### src/rtl/ex_sequencer.sv
// ---------------------------------------------------------------------------
// ex_sequencer
//   Execute-stage control sequencer. Takes one decoded instruction at a time
//   from ID over a valid/ready handshake, drives the registered operand select
//   and control code to a clocked ALU, and waits ALU_LAT cycles. It then
//   latches the zero/overflow flags, resolves BEQ/BNE, and offers the result
//   to MEM over a second valid/ready handshake. A taken branch flushes ID for
//   one cycle.
//
// Parameters
//   ALU_LAT        ALU result latency in clocks (1..15)
//
// Configuration
//   EX_PERF_CNT_EN when defined, adds a 32-bit stall counter output
//                  (stall_cnt) that counts cycles with in_valid & ~in_ready
//
// Ports
//   clk, rst        rising-edge clock, asynchronous active-high reset
//   in_valid/ready  ID -> EX handshake
//   in_alu_src      1 = immediate operand, 0 = rs2
//   in_alu_func     ALU control code
//   in_branch       conditional branch flag
//   in_br_type      funct3 (000 = BEQ, 001 = BNE)
//   in_rd           destination register
//   in_reg_write    instruction writes rd
//   alu_src/func    registered controls to the ALU
//   alu_zero        ALU zero flag
//   alu_overflow    ALU overflow flag
//   out_valid/ready EX -> MEM handshake
//   out_rd          destination register
//   out_reg_write   write enable, suppressed on an overflow trap
//   branch_taken    branch resolved taken (valid with out_valid)
//   flush           one-cycle kill of the wrong-path fetch/ID
//   ovf_trap        overflow trap (valid with out_valid)
//   stall_cnt       ID stall cycle count (EX_PERF_CNT_EN only)
// ---------------------------------------------------------------------------
module ex_sequencer #(
  parameter int ALU_LAT = 1
) (
  input  logic        clk,
  input  logic        rst,
  input  logic        in_valid,
  output logic        in_ready,
  input  logic        in_alu_src,
  input  logic [3:0]  in_alu_func,
  input  logic        in_branch,
  input  logic [2:0]  in_br_type,
  input  logic [4:0]  in_rd,
  input  logic        in_reg_write,
  output logic        alu_src,
  output logic [3:0]  alu_func,
  input  logic        alu_zero,
  input  logic        alu_overflow,
  output logic        out_valid,
  input  logic        out_ready,
  output logic [4:0]  out_rd,
  output logic        out_reg_write,
  output logic        branch_taken,
  output logic        flush,
  output logic        ovf_trap
`ifdef EX_PERF_CNT_EN
  ,
  output logic [31:0] stall_cnt
`endif
);

  typedef enum logic [1:0] {IDLE, EXEC, DONE} state_t;

  state_t      r_state;
  logic [3:0]  r_cnt;
  logic        r_alu_src;
  logic [3:0]  r_alu_func;
  logic        r_branch;
  logic [2:0]  r_br_type;
  logic [4:0]  r_rd;
  logic        r_reg_write;
  logic [4:0]  r_out_rd;
  logic        r_out_reg_write;
  logic        r_taken;
  logic        r_ovf;

  logic        w_done;
  logic        w_handshake;
  logic        w_in_ready;
  logic        w_accept;
  logic        w_taken;
  logic        w_ovf;

  assign w_done      = (r_state == DONE);
  assign w_handshake = w_done & out_ready;

  // A completing not-taken result frees the stage in the same cycle, so ID
  // may hand over the next instruction back-to-back. A taken branch never
  // accepts in its handshake cycle: that instruction is the wrong path.
  assign w_in_ready  = (r_state == IDLE) | (w_handshake & ~r_taken);
  assign w_accept    = in_valid & w_in_ready;

  // Branch resolution uses the flags as they arrive at the end of EXEC.
  assign w_taken = r_branch & (((r_br_type == 3'b000) &  alu_zero) |
                               ((r_br_type == 3'b001) & ~alu_zero));
  assign w_ovf   = alu_overflow & ~r_branch;

  always_ff @(posedge clk or posedge rst) begin
    if (rst) begin
      r_state         <= IDLE;
      r_cnt           <= 4'd0;
      r_alu_src       <= 1'b0;
      r_alu_func      <= 4'h0;
      r_branch        <= 1'b0;
      r_br_type       <= 3'b000;
      r_rd            <= 5'd0;
      r_reg_write     <= 1'b0;
      r_out_rd        <= 5'd0;
      r_out_reg_write <= 1'b0;
      r_taken         <= 1'b0;
      r_ovf           <= 1'b0;
    end else begin
      // Capture happens from IDLE or from a not-taken DONE handshake; the
      // ALU controls stay put until the next capture.
      if (w_accept) begin
        r_alu_src   <= in_alu_src;
        r_alu_func  <= in_alu_func;
        r_branch    <= in_branch;
        r_br_type   <= in_br_type;
        r_rd        <= in_rd;
        r_reg_write <= in_reg_write;
        r_cnt       <= 4'(ALU_LAT - 1);
      end

      unique case (r_state)
        IDLE: begin
          if (in_valid) r_state <= EXEC;
        end
        EXEC: begin
          if (r_cnt != 4'd0) begin
            r_cnt <= r_cnt - 4'd1;
          end else begin
            r_taken         <= w_taken;
            r_ovf           <= w_ovf;
            r_out_rd        <= r_rd;
            r_out_reg_write <= r_reg_write & ~w_ovf;
            r_state         <= DONE;
          end
        end
        DONE: begin
          if (out_ready) r_state <= w_accept ? EXEC : IDLE;
        end
        default: r_state <= IDLE;
      endcase
    end
  end

  assign in_ready      = w_in_ready;
  assign alu_src       = r_alu_src;
  assign alu_func      = r_alu_func;
  assign out_valid     = w_done;
  assign out_rd        = r_out_rd;
  assign out_reg_write = r_out_reg_write;
  assign branch_taken  = r_taken;
  assign ovf_trap      = r_ovf;
  assign flush         = w_handshake & r_taken;

`ifdef EX_PERF_CNT_EN
  logic [31:0] r_stall_cnt;

  // Free-running count of cycles where ID is held off; wraps naturally.
  always_ff @(posedge clk or posedge rst) begin
    if (rst) r_stall_cnt <= 32'd0;
    else if (in_valid & ~w_in_ready) r_stall_cnt <= r_stall_cnt + 32'd1;
  end

  assign stall_cnt = r_stall_cnt;
`endif

endmodule

### config.mk
export PLATFORM = sky130hd
export DESIGN_NAME = ex_sequencer
export DESIGN_NICKNAME = d
export VERILOG_FILES = /design/src/rtl/ex_sequencer.sv
export SDC_FILE = /design/constraint.sdc
export NUM_CORES = 1
export LEC_CHECK = 0
export BUFFER_PORTS_ARGS = -buffer_cell sky130_fd_sc_hd__buf_2
export CAP_MARGIN = 20
export CORE_MARGIN = 2
export CORE_UTILIZATION = 35
export CTS_BUF_LIST = sky130_fd_sc_hd__clkbuf_2 sky130_fd_sc_hd__clkbuf_4 sky130_fd_sc_hd__clkbuf_8
export CTS_CLUSTER_DIAMETER = 80
export DETAILED_ROUTE_END_ITERATION = 10
export GPL_ROUTABILITY_DRIVEN = 0
export SKIP_CTS_REPAIR_TIMING = 1
export SYNTH_ARGS = -nofsm -noshare
export SYNTH_HDL_FRONTEND = slang
export SYNTH_SLANG_ARGS = --single-unit
export TNS_END_PERCENT = 50
### constraint.sdc
create_clock -name clk -period 3.9 [get_ports clk]
set_input_delay 0.585 -clock clk [delete_from_list [all_inputs] [get_ports clk]]
set_output_delay 0.585 -clock clk [all_outputs]
set_load 0.02 [all_outputs]
==> reports/qor.yml <==
cp_max_fo: 20
synth_area_leaders: "dfrtp_1 58%, mux2_1 9.0%, mux2_2 9.0%"
synth.most_common_cell: "dfrtp_1"
grt_setup_unrepaired: "false"
cts_buffers: 5
finalPower_mw: 1.25
fin_setup_tns_ns: 0
chipHeight_um: 63.7
grt_util_met3_pct: 5.71
clock_sinks: 29
fmax_ghz: 0.511
root_buffer: "clkbuf_4"
finalSetupViolCount: 0
die_area_um2: 4060
dp_cells: 169
synth_top_family_by_area: "multiplexers"
synth-main-ff-cell: "dfrtp_1"
start_kind: "flip-flop"
fin_skew_ns: 0.00790
combPwrFrac_pct: 43.4
yosys.area_share.adder_pct: 1.00
yosysWarnings: 0
num-nets-final: 153
fp-row-count: 21
grt_usage_pct: 11.8
use_met2_pct: 18.3
async_reset_ff_share_pct: 100
min_period_over_period_pct: 50.2
drive_gt1_share_pct: 47.0
finalMaxSlewViolations: 0
synthMuxAreaShare_pct: 22.5
final_cell_area_um2: 1560
leakage_nw: 0.775
final-instance-count-excl-fill: 178
final_hold_viol_count: 0
dp.final_hpwl_mm: 1.52
grtUsageMet1_pct: 13.2
io_buffer_count: 36
power_frac_seq_pct: 42.7
ir_worst_vdd_mv: 0.317
min_path_type: "input pin to asynchronous set/reset pin"
r2r_slack_ns: 1.94
critPathKind: "flip-flop to flip-flop"
rr_startpoint: "branch_taken"
remaining_drc_errors: 0
seq_area_frac_synth_pct: 58.2
timing.slew.headroom_pct: 28.9
die_w_um: 63.7
clock_power_share_pct: 13.9
path_clk_slew_ns: 0.09
r2r-end: "r_br_type[2]"
grt_pass1_vias: 811
cts_tree: "built"
yosysTopAreaCell: "dfrtp_1"
p_int_mw: 0.781
p_switching_mw: 0.471
ant_nets: 0
worst_ep_required_time_ns: 4.12
fin_crit_ns: 1.96
wl_per_cell_um: 12.1
synth-simple-area-share_pct: 11.1
synth_xor_xnor_area_share_pct: 0.702
grt-busiest-layer: "met2"
synth_compound_area_share_pct: 3.81
grt_first_pass_wirelength_mm: 3.51
globalRouteOverflowTotal: 0
status: "completed"
grt_max_degree: 30
crit_arrival_ns: 2.18
cts_max_level: 2
yosys_register_bits: 29
drt_iter0_drc: 20
clock_latency_ns: 0.33
first_pass_iters: 4
n_antenna_cell: 0
ys_types: 25
syn_inst: 89
postPlaceCellArea_um2: 1470
synth_top_area_share_pct: 58.2
worstMarginPinSlew_ns: 1.07
powerDensity_nw_per_um2: 805
area_delta_synth_final_pct: 24.8
critPathCaptureType: "flip-flop"
syn_nets: 111
viasPerCell: 4.70
antenna_found_initial: 0
drt_wl_total_mm: 2.15
ioPinCount: 37
syn_area_per_cell_um2: 14.0
vias: 837
netlist_area_um2: 1250
coreArea_um2: 3390
synth.top_cells.by_count: "29 x dfrtp_1, 10 x mux2_1, 10 x mux2_2"
swShare_pct: 37.6
ff2ff_path_depth: 3
start_util_pct: 36.8
cap_violations: 0
synth_edf_count: 0
clk_path_buf_depth: 2
[flip-flops by register name (all words and copies together), names as in the netlist]
name / count
branch_taken: 1
r_cnt: 4
alu_src: 1
ovf_trap: 1
r_reg_write: 1
out_rd: 5
r_br_type: 3
out_reg_write: 1
r_state: 2
r_branch: 1
alu_func: 4
r_rd: 5
[cell type report]
class	instances	area, um^2
timing repair buffer	37	208
clock inverter	3	17.5
clock buffer	5	37.5
tap	46	57.6
inverter	5	18.8
sequential	29	726
multi-input combinational	53	492
fill	336	1830
[how the worst max path moves through the flow]
| stage | cells past startpoint | slack [ns] | from | end |
|---|---|---|---|---|
| after CTS | 3 | 1.89 | branch_taken | alu_func[1] |
| after global routing | 3 | 1.81 | branch_taken | alu_func[1] |
| after detailed placement | 4 | 1.74 | out_ready | alu_func[1] |
| after floorplan | 3 | 2.30 | r_state[0] | flush |
| final | 3 | 1.94 | branch_taken | r_br_type[2] |
| after global placement | 4 | 1.80 | out_ready | r_br_type[2] |
[metal layers]
| layer | part of all wire, % | vias up |
|---|---|---|
| met4 | 2.1 | 0 |
| met1 | 43 | 404 |
| met2 | 48 | 28 |
| li1 | - | 399 |
| met3 | 7.1 | 6 |
| met5 | 0 | - |
[cell usage in the layout (no fill, tap or decap), drive strengths merged]
| master | Yosys | layout |
|---|---|---|
| a21oi | 3 | 3 |
| and3 | 1 | 1 |
| and3b | 1 | 1 |
| buf | 2 | 37 |
| clkbuf | 0 | 5 |
| clkinv | 0 | 2 |
| clkinvlp | 0 | 1 |
| dfrtp | 29 | 29 |
| ha | 1 | 1 |
| inv | 5 | 5 |
| mux2 | 23 | 23 |
| mux2i | 1 | 1 |
| nand2 | 2 | 2 |
| nand2b | 4 | 4 |
| nand3b | 1 | 1 |
| nor2 | 2 | 2 |
| nor2b | 2 | 2 |
| nor3 | 1 | 1 |
| nor3b | 1 | 1 |
| nor4b | 1 | 1 |
| o21ai | 1 | 1 |
| o22ai | 2 | 2 |
| o31ai | 2 | 2 |
| or2 | 1 | 1 |
| or3 | 2 | 2 |
| xnor2 | 1 | 1 |
[power by group through the flow]
| stage | Sequential, mW | Clock, mW | Combinational, mW |
|---|---|---|---|
| after floorplan | 0.608 | 0 | 0.335 |
| after global placement | 0.534 | 0 | 0.534 |
| after detailed placement | 0.542 | 0 | 0.548 |
| after CTS | 0.537 | 0.183 | 0.550 |
| after global routing | 0.557 | 0.197 | 0.596 |
| final | 0.535 | 0.174 | 0.544 |
[logic make-up after synthesis]
group	Yosys count
adders and majority gates	1
and+or+nand+nor	19
muxes	24
AOI/OAI and AO/OA	8
DFF	29
xor gates and xnor gates	1
buffers and inverters	7
[worst max-delay path, stage by stage (launching register included)]
cell and delay, ns:
dfrtp_1 0.42, nand2b_1 0.20, a21oi_2 0.81, mux2_2 0.42
[per-stage QoR]
stage	hold slack [ns]	utilization, %	setup WS (ns)
global route	0.135	45.9	1.81
global placement	0.463	43.5	1.80
floorplan	0.454	-	2.30
detailed placement	0.469	43.5	1.74
finish	0.160	45.9	1.94
CTS	0.446	45.1	1.89
Power figures use the tool's default switching activity.
